==> config.mk <==
export PLATFORM = sky130hd
export DESIGN_NAME = sdram_read
export DESIGN_NICKNAME = d
export VERILOG_FILES = /design/src/rtl/sdram_read_pkg.sv /design/src/rtl/sdram_read.sv
export SDC_FILE = /design/constraint.sdc
export NUM_CORES = 1
export LEC_CHECK = 0
export BUFFER_PORTS_ARGS = -buffer_cell sky130_fd_sc_hd__buf_2
export CORE_MARGIN = 4
export CORE_UTILIZATION = 45
export DETAILED_ROUTE_END_ITERATION = 8
export GPL_ROUTABILITY_DRIVEN = 0
export PLACE_DENSITY = 0.67
export SLEW_MARGIN = 20
export SYNTH_ARGS = -nofsm -noshare
export SYNTH_HDL_FRONTEND = slang
export SYNTH_SLANG_ARGS = --single-unit
==> constraint.sdc <==
create_clock -name clk -period 3.5 [get_ports clk]
set_input_delay 0 -clock clk [delete_from_list [all_inputs] [get_ports clk]]
set_output_delay 0 -clock clk [all_outputs]
set_load 0.01 [all_outputs]
==> src/rtl/sdram_read_pkg.sv <==
// Shared SDRAM read-engine definitions.
// Command encodings, timing defaults and FSM states.
package sdram_read_pkg;

    // {ras_n, cas_n, we_n}
    localparam logic [2:0] SDRAM_CMD_NOP  = 3'b111;
    localparam logic [2:0] SDRAM_CMD_ACT  = 3'b011;
    localparam logic [2:0] SDRAM_CMD_READ = 3'b101;
    localparam logic [2:0] SDRAM_CMD_TERM = 3'b110;
    localparam logic [2:0] SDRAM_CMD_PRE  = 3'b010;

    localparam int CAS_LATENCY_DEF = 2;
    localparam int T_RCD_DEF       = 2;
    localparam int T_RP_DEF        = 2;

    typedef enum logic [2:0] {
        S_IDLE        = 3'd0,
        S_ACTIVE      = 3'd1,
        S_READ_CMD    = 3'd2,
        S_WAIT_DATA   = 3'd3,
        S_READ_BOTTOM = 3'd4,
        S_PRECHARGE   = 3'd5,
        S_WRITE_FIFO  = 3'd6
    } state_t;

endpackage

==> src/rtl/sdram_read.sv <==
// Single-access SDRAM read engine.
// ACT, READ, capture two words, TERM, PRE, push 32 bits to FIFO.
module sdram_read
    import sdram_read_pkg::*;
#(
    parameter int CAS_LATENCY = CAS_LATENCY_DEF,
    parameter int T_RCD       = T_RCD_DEF,
    parameter int T_RP        = T_RP_DEF
) (
    input  logic        clk,
    input  logic        rst,
    output logic [2:0]  command,
    output logic [11:0] address,
    output logic [1:0]  bank,
    output logic [1:0]  data_mask,
    input  logic [15:0] data_in,
    output logic        idle,
    input  logic        enable,
    input  logic        auto_refresh,
    input  logic [21:0] app_address,
    output logic [35:0] fifo_data,
    output logic        fifo_write,
    input  logic        fifo_full
);

    localparam int DW = 4;

    state_t      state_q, state_d;
    logic [DW-1:0] delay_q, delay_d;
    logic [DW-1:0] cas_q, cas_d;
    logic [21:0] read_address_q, read_address_d;
    logic [15:0] top_q, top_d;
    logic [15:0] bottom_q, bottom_d;
    logic [2:0]  command_d;
    logic [11:0] address_d;
    logic [1:0]  bank_d;
    logic [35:0] fifo_data_d;
    logic        fifo_write_d;

    assign data_mask = 2'b00;
    assign idle      = (delay_q == '0) && (state_q == S_IDLE);

    // State, timers, capture registers and registered bus outputs
    always_ff @(posedge clk) begin
        if (rst) begin
            state_q        <= S_IDLE;
            delay_q        <= '0;
            cas_q          <= '0;
            read_address_q <= '0;
            top_q          <= '0;
            bottom_q       <= '0;
            command        <= SDRAM_CMD_NOP;
            address        <= '0;
            bank           <= '0;
            fifo_data      <= '0;
            fifo_write     <= 1'b0;
        end else begin
            state_q        <= state_d;
            delay_q        <= delay_d;
            cas_q          <= cas_d;
            read_address_q <= read_address_d;
            top_q          <= top_d;
            bottom_q       <= bottom_d;
            command        <= command_d;
            address        <= address_d;
            bank           <= bank_d;
            fifo_data      <= fifo_data_d;
            fifo_write     <= fifo_write_d;
        end
    end

    // Next-state and next-output decode; a running delay freezes the FSM
    always_comb begin
        state_d        = state_q;
        delay_d        = delay_q;
        cas_d          = cas_q;
        read_address_d = read_address_q;
        top_d          = top_q;
        bottom_d       = bottom_q;
        command_d      = SDRAM_CMD_NOP;
        address_d      = address;
        bank_d         = bank;
        fifo_data_d    = fifo_data;
        fifo_write_d   = 1'b0;

        if (delay_q != '0) begin
            delay_d = delay_q - 1'b1;
        end else begin
            case (state_q)
                S_IDLE: begin
                    if (enable && !fifo_full && !auto_refresh) begin
                        read_address_d = app_address;
                        state_d        = S_ACTIVE;
                    end
                end
                S_ACTIVE: begin
                    command_d = SDRAM_CMD_ACT;
                    bank_d    = read_address_q[21:20];
                    address_d = read_address_q[19:8];
                    delay_d   = DW'(T_RCD);
                    state_d   = S_READ_CMD;
                end
                S_READ_CMD: begin
                    command_d = SDRAM_CMD_READ;
                    address_d = {4'b0000, read_address_q[7:0]};
                    cas_d     = DW'(CAS_LATENCY);
                    state_d   = S_WAIT_DATA;
                end
                S_WAIT_DATA: begin
                    cas_d = cas_q - 1'b1;
                    if (cas_q <= DW'(1)) begin
                        top_d   = data_in;
                        state_d = S_READ_BOTTOM;
                    end
                end
                S_READ_BOTTOM: begin
                    bottom_d  = data_in;
                    command_d = SDRAM_CMD_TERM;
                    state_d   = S_PRECHARGE;
                end
                S_PRECHARGE: begin
                    command_d      = SDRAM_CMD_PRE;
                    delay_d        = DW'(T_RP);
                    read_address_d = read_address_q + 22'd2;
                    state_d        = S_WRITE_FIFO;
                end
                S_WRITE_FIFO: begin
                    fifo_data_d  = {4'b0000, top_q, bottom_q};
                    fifo_write_d = 1'b1;
                    state_d      = S_IDLE;
                end
                default: state_d = S_IDLE;
            endcase
        end
    end

endmodule
==> results.md, run 1 <==
* Placed insts at around 820
* Met3 Wirelength at 777 um
* Worst setup path class: flop to flop
* Clock transition at path regs at roughly 0.05 ns
* Layout area overhead at 32.6%
* Static Leakage at 2.55 nW
* Sw Share at 26.0%
* #FFs+latches synth at 115
* WP data arrival at between 3 and 4 ns
* Fmax at 348 MHz
* Seq/Total Area, Yosys at 46.5%
* Remaining DRCs at 0
* Crit-path max cell delay at about 0.65 ns
* Largest net degree at the start of global routing at 67
* Status: complete, no violations
* FFs w/ async S/R, synth at 0%
* Setup Buffers After CTS at 0
* Sw Pwr at 964 uW
* Setup tns final at 0 ns
* Share of layout cells above drive strength 1 at 17.8%
* Ports at 100
* Syn Inst Count at 630
* DRT Pass-1 Iters at 7
* Flop pwr share at roughly two fifths
* Top-count cell post-synth: nand2_1
* CTS tree: built
* Met2 WL post-DR at slightly below 6000 um
* Fin crit share at a little over 80%
* Crit path launch: delay_q[1]
* Clk pwr share at 46.1%
* Maxcap violations at 0
* Clock Skew at around 0.012 ns
* Clk Latency, worst-skew pair at around 0.52 ns
* Core footprint at around 11,000 sq um
* Critical path launch point type: flop
* Clock buffer depth at 2
* Initial DRC count at between 300 and 400
* Int Power at 2.74 mW
* Most area-hungry cell type in the Yosys netlist: dfxtp_1
* Root Buffer: clkbuf_8
* Max IR drop VDD at 0.325 mV
* Most used DFF post-synth: dfxtp_1
* CTS Sinks at 115
* Top layer in use: met4
* Hold WC Path Type: input port to flop
* First-pass GRT wire length at ~21,000 um
* WL/cell at roughly 14 um
* Largest cells by area after synthesis: dfxtp_1, nand2_1, a21oi_1
* Hold Fails Final Rpt at 0
* Synth top area share at between 40% and 50%
* Total stage count of the critical path at 8
* CP endpoint kind: flop
* Max_slew headroom at between 30% and 40%
* EDFF count, synth at 0
* Critical Path Fanout Max at 21
* RSZ-0062 raised after global routing: false
* Critical R2R Launch: delay_q[1]
* Final HPWL DP at 8210 um
* Crit path buf inv count at 2
* Vias in the first global route at between 4,000 and 5,000
* Overall routing resource usage at 20.5%
* WL final at about 13,000 um
* CP Cell Sequence: inv_1 > ha_1 > or3b_4 > nor2_4 > and2_1 > o21ai_0 > a21oi_1 > dlygate4sd3_1
* Reg2Reg Depth at 8
* Antenna-violating nets left at 0
* Vias per Instance at 5.26
* Die Width at around 110 um
* Standard-cell rows at 38
* Setup-failing EPs final at 0
* Number of library cell types mapped by synthesis at 53
* Final Max Slew Viols at 0
* Vias post-DR at 4,777
* Syn_area_per_cell at around 7.9 sq um
* Die ar. at 12,700 sq um
* Num CTS Buffers at 17
* Ys Warns at 0
* Initial Util at between 40% and 50%
* Commonest cells post-synth: nand2_1, dfxtp_1, a21oi_1, nor2_1, clkbuf_1
* Initial antenna violation count at 0
* Met1 wire length at 5860 um
* PortBufs at 93
* Min cycle time layout at 2.88 ns
* Antenna diode count at 0
* H-tree lvl count at 4
* Worst path slowest cell: and2_1
* Setup crit end: read_address_q[11]
* Die height at around 110 um
* Fin cells at between 900 and 1,000
* Synthesized area at 4950 sq um
* GRT overflow at 0
* Critical path's top delay family: simple AND/OR/NAND/NOR gates
* PwrDens at roughly 560 nW/um^2
* Worst slew pin tran at approximately 0.9 ns
* Worst reg2reg setup slack at roughly 0.62 ns
* # nets final at between 800 and 900
* Worst Path Required at a little under 4 ns
* Combinational fraction of design power at between 10% and 20%
* Reg-to-reg endpoint: read_address_q[11]
-- metal layers --
layer | vias to the layer above | GRT usage (%)
li1 | 2406 | -
met1 | 2183 | 27.0
met2 | 159 | 31.6
met3 | 29 | 6.15
met4 | 0 | 7.93
met5 | - | 0
-- timing repair --
action | in CTS | in global routing
hold buffers | 55 | 0
hold endpoints to repair | 64 | 0
gates resized for setup | 0 | 0
-- stage by stage --
| stage | power (mW) | instance area [sq um] | setup slack, ns | hold WS (ns) | util [%] |
|---|---|---|---|---|---|
| 5_1_grt | 3.87 | 6560 | 0.415 | 0.148 | 60.8 |
| 3_3_place_gp | 1.95 | 5420 | 1.15 | 0.262 | 50.2 |
| 6_report | 3.70 | 6560 | 0.622 | 0.160 | 60.8 |
| 4_1_cts | 3.74 | 6560 | 0.626 | 0.108 | 60.8 |
| 2_1_floorplan | 1.85 | 4970 | 1.49 | 0.136 | - |
| 3_5_place_dp | 1.97 | 5420 | 0.983 | 0.261 | 50.2 |
-- power groups by stage --
stage                     combinational [mW]  clock [mW]  sequential (mW)
after floorplan                        0.385           0             1.46
after global placement                 0.466           0             1.48
after detailed placement               0.483           0             1.48
after CTS                              0.535        1.75             1.46
after global routing                   0.603        1.80             1.47
final                                  0.536        1.71             1.46
-- tightest hold or removal path: cells and delay by family --
kind | cells | cell delay, ns
simple gates | 3 | 0.35
compound gates | 1 | 0.05
buf+inv | 2 | 0.22
-- placed cells by master, fill, tap and decap left out, types with 3 or more instances in the layout --
master and count:
dfxtp_1 115, nand3b_1 4, nand4_1 6, nand3_1 10
a21o_1 3, clkinv_2 3, o21ai_0 19, buf_2 92
nor2_1 48, or3_1 7, clkbuf_8 4, a31oi_1 7
conb_1 6, nand2_1 158, ha_1 4, a22oi_1 5
a211oi_1 13, inv_1 6, clkbuf_16 16, a22o_1 4
nand2b_1 7, nor3b_1 3, a21oi_1 95, buf_4 7
bufinv_16 3, and2_1 6, nor3_1 8, and3_1 6
a311oi_1 4, dlygate4sd3_1 55, mux2i_1 10
-- layout make-up --
cell class	count	area, sq um
sequential	115	2300
timing repair buffer	154	1060
clock inverter	9	129
inverter	6	22.5
clock buffer	22	463
multi-input combinational	463	2410
fill	958	4230
tap	140	175
-- worst min-delay path by stage --
stage,slack (ns),depth (start not counted),start,endpoint
after floorplan,0.14,2,data_in[0],bottom_q[0]
after CTS,0.11,6,auto_refresh,read_address_q[19]
after global placement,0.26,3,data_in[2],bottom_q[2]
after global routing,0.15,6,auto_refresh,read_address_q[19]
final,0.16,6,auto_refresh,read_address_q[19]
after detailed placement,0.26,3,data_in[3],bottom_q[3]
-- state kept, by name, summed over array words and instances, names as in the netlist, 3 cells and up --
register        flops
address            12
bottom_q           16
cas_q               4
command             3
delay_q             4
fifo_data          32
read_address_q     22
state_q             3
top_q              16
-- kinds of logic (layout without fill, tap and decap cells) --
family	Yosys count	in the layout	synth area share, %
AND/OR/NAND/NOR	277	277	25.4
AO/OA/AOI/OAI	163	163	19.2
flip-flops	115	115	46.5
buffers and inverters	57	191	5.21
multiplexers	10	10	2.02
adder cells (fa/ha/maj)	4	4	1.01
XOR/XNOR	3	3	0.531
other	1	6	0.0758
No activity file was read; power rests on OpenSTA's default activity.
==> run 2, diff against run 1 <==
--- a/config.mk
+++ b/config.mk
@@ -5,12 +5,13 @@
 export SDC_FILE = /design/constraint.sdc
 export NUM_CORES = 1
 export LEC_CHECK = 0
+export ABC_AREA = 1
 export BUFFER_PORTS_ARGS = -buffer_cell sky130_fd_sc_hd__buf_2
 export CORE_MARGIN = 4
 export CORE_UTILIZATION = 45
 export DETAILED_ROUTE_END_ITERATION = 8
 export GPL_ROUTABILITY_DRIVEN = 0
-export PLACE_DENSITY = 0.67
+export PLACE_DENSITY = 0.7
 export SLEW_MARGIN = 20
 export SYNTH_ARGS = -nofsm -noshare
 export SYNTH_HDL_FRONTEND = slang
==> constraint.sdc (replaced) <==
create_clock -name clk -period 2.4 [get_ports clk]
set_input_delay 0 -clock clk [delete_from_list [all_inputs] [get_ports clk]]
set_output_delay 0 -clock clk [all_outputs]
set_load 0.01 [all_outputs]
==> run 2 against run 1 <==
Effect of this change:
- count of clock-buffer cells in the layout shrank 4
- largest cell class unchanged
- highest routed layer unchanged
- hold slack lost 0.11 ns
- wire length grew 7.5%
- synthesized cell count grew 13%
- die area grew 3.1%
- final area grew 0.40%
- critical path depth shrank 1
- core utilization shrank 0.81 points
- flip-flop and latch count is the same
- sequential share of layout area shrank 0.14 points
- critical path type unchanged
==> results.md, run 2 <==
* Status: complete, no violations
* Placed insts at around 920
* Remaining DRCs at 0
* CTS Sinks at roughly 120
* Worst setup path class: flop to flop
* Fillers at slightly below 1,000
* PwrDens at 1060 nW/um^2
* Vias in the first global route at 4,708
* Min cycle time layout at just over 2 ns
* Sw Share at between 30% and 40%
* H-tree lvl count at 4
* CTS resizes at 0
* End-of-flow core utilization at around three fifths
* Most common cell after layout, fill and taps aside: nor2_1
* Clock transition at path regs at 0.06 ns
* Clock Skew at around 0.0080 ns
* Largest cells by area after synthesis: dfxtp_1, nor2_1, nand2_1
* Root Buffer: clkbuf_16
* Commonest cells post-synth: nor2_1, nand2_1, dfxtp_1, o21ai_0, a21oi_1
* Crit-path max cell delay at approximately 0.54 ns
* CP Cell Sequence: inv_1 > ha_1 > o211ai_1 > nor2_2 > nand2_2 > o21ai_0 > nor2_1
* Sw Pwr at about 2.5 mW
* Most frequent cells in the layout: nor2_1, nand2_1, dfxtp_1, buf_2, o21ai_0
* Initial antenna violation count at 0
* Antenna diode count at 0
* Final worst slack at about 0.35 ns
* Hold Fails Final Rpt at 0
* Final HPWL DP at 9360 um
* Critical path launch point type: flop
* Max_slew headroom at ~56%
* Crit path buf inv count at 1
* Clk Latency, worst-skew pair at ~0.4 ns
* Vias post-DR at around 5,100
* Clk pwr share at 36.1%
* Initial Util at 46.5%
* Syn Inst Count at 714
* Worst Path Required at 2.69 ns
* Antenna-violating nets left at 0
* EDFF count, synth at 0
* WP data arrival at between 2 and 2.5 ns
* Worst path slowest cell: nor2_2
* Number of library cell types mapped by synthesis at 37
* Combinational fraction of design power at a little over a quarter
* Biggest register: fifo_data
* WL/cell at around 14 um
* Ys Warns at 0
* Hold WC Path Type: input port to flop
* DRT Pass-1 Iters at 7
* Vias per Instance at 5.15
* Clock buffer depth at 2
* Overall routing resource usage at a little over a fifth
* Syn_area_per_cell at roughly 7.2 sq um
* Setup tns final at 0 ns
* Die Width at about 110 um
* Num CTS Buffers at 17
* Tot Pwr at 6.95 mW
* Share of layout cells above drive strength 1 at slightly below 20%
* Standard-cell rows at 38
* Fin crit share at a little under nine tenths
* Number of flip-flops under the largest register name at 32
* Place WS at 0.381 ns
* Most used DFF post-synth: dfxtp_1
* First-pass GRT wire length at ~23,000 um
* Synth top area share at a little under half
* Synthesized area at about 5000 sq um
* Critical Path Fanout Max at 17
* Ports at 100
* Largest net degree at the start of global routing at 90
* Int Power at approximately 4.5 mW
* Final Max Slew Viols at 0
* CTS tree: built
* WL final at 13,800 um
* GRT overflow at 0
* Largest regs: fifo_data: 32 flops, read_address_q: 22 flops
* CP endpoint kind: flop
* RSZ-0062 raised after global routing: false
* Core footprint at approximately 11,000 sq um
* Die ar. at between 10,000 and 15,000 sq um
* Hold-fix buffers, CTS at 38
* Maxcap violations at 0
* Seq/Total Area, Yosys at approximately 45%
* # nets final at ~900
* Setup-failing EPs final at 0
* Most area-hungry cell type in the Yosys netlist: dfxtp_1
* Worst slew pin tran at approximately 0.66 ns
* Die height at approximately 110 um
* Fin cells at ~1,000
* FFs w/ async S/R, synth at 0%
* Layout area overhead at 28.9%
* Max IR drop VDD at 0.486 mV
* Static Leakage at between 2 and 3 nW
* #FFs+latches synth at approximately 120
* Initial DRC count at around 340
* PortBufs at 93
* Setup Buffers After CTS at 0
* Fmax at a little under 500 MHz
* Flop pwr share at a little under two fifths
* Critical path's top delay family: simple AND/OR/NAND/NOR gates
* Top-count cell post-synth: nor2_1
[run 2: cell count changes in the layout (fill, tap and decap cells not counted), sizes merged, moves of 10 or more]
cell / before / now
a211oi: 13 / 2
o21ai: 19 / 95
inv: 6 / 53
dlygate4sd3: 55 / 38
nand2: 158 / 124
nand3: 10 / 37
a21oi: 95 / 56
mux2i: 10 / 0
nor2: 49 / 153
[run 2: cells by family after synthesis]
group / after synthesis / synth area share, %
AND/OR/NAND/NOR: 326 / 26.8
buffers and inverters: 94 / 8.71
XOR/XNOR: 4 / 0.686
flip-flops: 115 / 45.0
AO/OA/AOI/OAI: 170 / 17.7
adder cells (fa/ha/maj): 4 / 0.979
other: 1 / 0.0734
[run 2: layout make-up]
type | instances | area (sq um) | area share (%)
Multi-Input combinational cell | 510 | 2380 | 36.2
Clock buffer | 18 | 439 | 6.67
Tap cell | 140 | 175 | 2.66
Clock inverter | 14 | 158 | 2.39
Inverter | 54 | 206 | 3.13
Timing Repair Buffer | 140 | 926 | 14.1
Sequential cell | 115 | 2300 | 34.9
[run 2: final timing paths]
path / start / endpoint / slack, ns / depth (start not counted)
worst max register to register: cas_q[0] / top_q[2] / 0.35 / 7
worst max-delay path: cas_q[0] / top_q[2] / 0.35 / 7
worst min-delay path: fifo_full / read_address_q[0] / 0.05 / 5
worst min register to register: delay_q[0] / delay_q[0] / 0.45 / 1
[run 2: per-layer routing]
metal,vias up,track usage (%),part of all wire (%)
met5,-,0,0
met4,0,6.89,1.4
met3,21,5.60,6.8
met2,180,35.4,48
met1,2333,26.9,44
li1,2568,-,-
[run 2: power groups by stage]
stage                     clock network, mW  logic, mW  registers, mW
after floorplan                           0       1.45           2.53
after global placement                    0       1.77           2.57
after detailed placement                  0       1.82           2.59
after CTS                              2.54       1.89           2.55
after global routing                   2.64       2.13           2.61
final                                  2.51       1.88           2.56
[run 2: metrics by stage]
stage	cell area, sq um	hold WS (ns)
floorplan	5130	0.0785
global placement	5610	0.261
detailed placement	5610	0.265
CTS	6590	0.0450
global route	6590	0.0869
finish	6590	0.0516
[run 2: worst register-to-register path: stages (launching register included)]
cell and delay [ns]:
dfxtp_1 0.34, inv_1 0.08, ha_1 0.20, o211ai_1 0.14, nor2_2 0.54, nand2_2 0.34
o21ai_0 0.25, nor2_1 0.06
==> run 3, diff against run 2 <==
--- a/config.mk
+++ b/config.mk
@@ -8,10 +8,9 @@
 export ABC_AREA = 1
 export BUFFER_PORTS_ARGS = -buffer_cell sky130_fd_sc_hd__buf_2
 export CORE_MARGIN = 4
-export CORE_UTILIZATION = 45
+export CORE_UTILIZATION = 25
 export DETAILED_ROUTE_END_ITERATION = 8
 export GPL_ROUTABILITY_DRIVEN = 0
-export PLACE_DENSITY = 0.7
 export SLEW_MARGIN = 20
 export SYNTH_ARGS = -nofsm -noshare
 export SYNTH_HDL_FRONTEND = slang
==> run 3 against run 2 <==
Effect of this change:
- non-clock buffer count shrank 4
- fmax shrank 2.7%
- global-route usage shrank 8.6 points
- combinational power shrank 3%
- wire length grew 3.4%
- setup slack lost 0.057 ns
- total power grew 3.3%
- hold slack gained 0.038 ns
- clock skew shrank 0.0033 ns
- cell count grew 13%
- via count shrank 2.5%
- largest cell class unchanged
==> results.md, run 3 (synthesized netlist as in run 2, its figures left out) <==
* Crit-path max cell delay at about 0.55 ns
* Initial DRC count at ~310
* Largest net degree at the start of global routing at 90
* Root Buffer: clkbuf_16
* CP endpoint kind: flop
* Most common cell after layout, fill and taps aside: nor2_1
* Setup tns final at 0 ns
* Hold WC Path Type: input port to flop
* CTS Sinks at ~120
* Initial Util at between 20% and 30%
* Min cycle time layout at between 2 and 2.5 ns
* WP data arrival at about 2.4 ns
* CP Cell Sequence: inv_1 > ha_1 > o211ai_1 > nor2_2 > nand2_2 > o21ai_0 > nor2_1
* Setup-failing EPs final at 0
* Clock buffer depth at 2
* Layout area overhead at 32.3%
* Fin crit share at approximately 90%
* Vias post-DR at 4,974
* Static Leakage at approximately 2.7 nW
* Final worst slack at about 0.3 ns
* Hold Slack at 0.0895 ns
* Critical path launch point type: flop
* Critical path's top delay family: simple AND/OR/NAND/NOR gates
* GRT overflow at 0
* Antenna-violating nets left at 0
* Crit path buf inv count at 1
* Status: complete, no violations
* WL final at 14,300 um
* Worst path slowest cell: nor2_2
* RSZ-0062 raised after global routing: false
* Hold Fails Final Rpt at 0
* Ports at 100
* Fillers at between 2,000 and 2,500
* Largest regs: fifo_data: 32 flops, read_address_q: 22 flops
* Worst slew pin tran at between 0.7 and 0.8 ns
* Clock Skew at roughly 0.0047 ns
* Maxcap violations at 0
* Initial antenna violation count at 0
* Most frequent cells in the layout: nor2_1, nand2_1, dfxtp_1, buf_2, o21ai_0
* Worst setup path class: flop to flop
* Worst Path Required at approximately 2.7 ns
* Critical Path Fanout Max at 17
* Share of layout cells above drive strength 1 at approximately a fifth
* Fmax at roughly 480 MHz
* Final HPWL DP at between 9000 and 10,000 um
* PortBufs at just over 90
* H-tree lvl count at 4
* Core footprint at 20,200 sq um
* PwrDens at 1060 nW/um^2
* Num CTS Buffers at 17
* WL/cell at 12.8 um
* Die Width at about 150 um
* Vias in the first global route at about 4,700
* Die height at approximately 150 um
* Clk Latency, worst-skew pair at roughly 0.41 ns
* Max_slew headroom at between 50 and 60%
* Number of flip-flops under the largest register name at 32
* Place WS at 0.319 ns
* Overall routing resource usage at approximately 13%
* DRT Pass-1 Iters at 5
* # nets final at a little under 900
* Antenna diode count at 0
* Setup Buffers After CTS at 0
* Vias per Instance at between 4 and 5
* Max IR drop VDD at approximately 0.47 mV
* Clock transition at path regs at 0.06 ns
* Remaining DRCs at 0
* CTS tree: built
* Final Max Slew Viols at 0
* Biggest register: fifo_data
* First-pass GRT wire length at about 23,000 um
* Tot Pwr at 7.18 mW
* Standard-cell rows at 52
* Die ar. at 22,800 sq um
==> run 3: changes by cell type in the layout (fill, tap and decap cells not counted), sizes merged <==
cell and change:
buf -4, clkbuf +1, clkinvlp -1, clkinv -5
inv +1, bufinv +3
==> run 3: worst register-to-register path, stage by stage, from the launching register on <==
cell,delay [ns]
dfxtp_1,0.33
inv_1,0.08
ha_1,0.18
o211ai_1,0.14
nor2_2,0.55
nand2_2,0.34
o21ai_0,0.30
nor2_1,0.07
==> run 3: final timing paths <==
| kind | cells after the start | slack (ns) | startpoint | to |
|---|---|---|---|---|
| worst max-delay path | 7 | 0.30 | cas_q[0] | top_q[0] |
| worst min-delay path | 5 | 0.09 | fifo_full | read_address_q[0] |
| worst max register to register | 7 | 0.30 | cas_q[0] | top_q[0] |
| worst min register to register | 1 | 0.46 | delay_q[0] | delay_q[0] |
==> run 3: timing repair <==
| action | 4_1_cts | 5_1_grt |
|---|---|---|
| gates resized for setup | 0 | 0 |
| hold buffers | 38 | 0 |
| endpoints found under the hold margin | 54 | 0 |
==> run 3: through the flow <==
step	utilization [%]	std cells	area, sq um
final	33.5	1116	6760
after global routing	33.5	1116	6760
after CTS	33.5	1116	6760
after detailed placement	28.4	1047	5730
after global placement	28.4	1047	5730
after floorplan	-	719	5130
==> run 3: power breakdown <==
part           internal, mW  switching [mW]
combinational         0.629            1.20
clock                  1.87           0.903
sequential             2.24           0.334
==> run 3: layout make-up <==
class                   instances  area (sq um)  share of cell area (%)
repair buffers                136           883                    13.1
clock inverters                12           205                    3.03
clock buffers                  19           443                    6.55
well taps                     270           338                    5.00
flip-flops and latches        115          2300                    34.0
multi-input cells             510          2380                    35.2
inverters                      54           209                    3.09
==> run 3: routing by layer <==
layer	GRT usage [%]	vias to the layer above	routed length, um
met1	16.2	2263	6570
met3	2.93	31	577
met4	6.71	0	435
met5	0	-	0
met2	20.1	116	6680
li1	-	2564	-
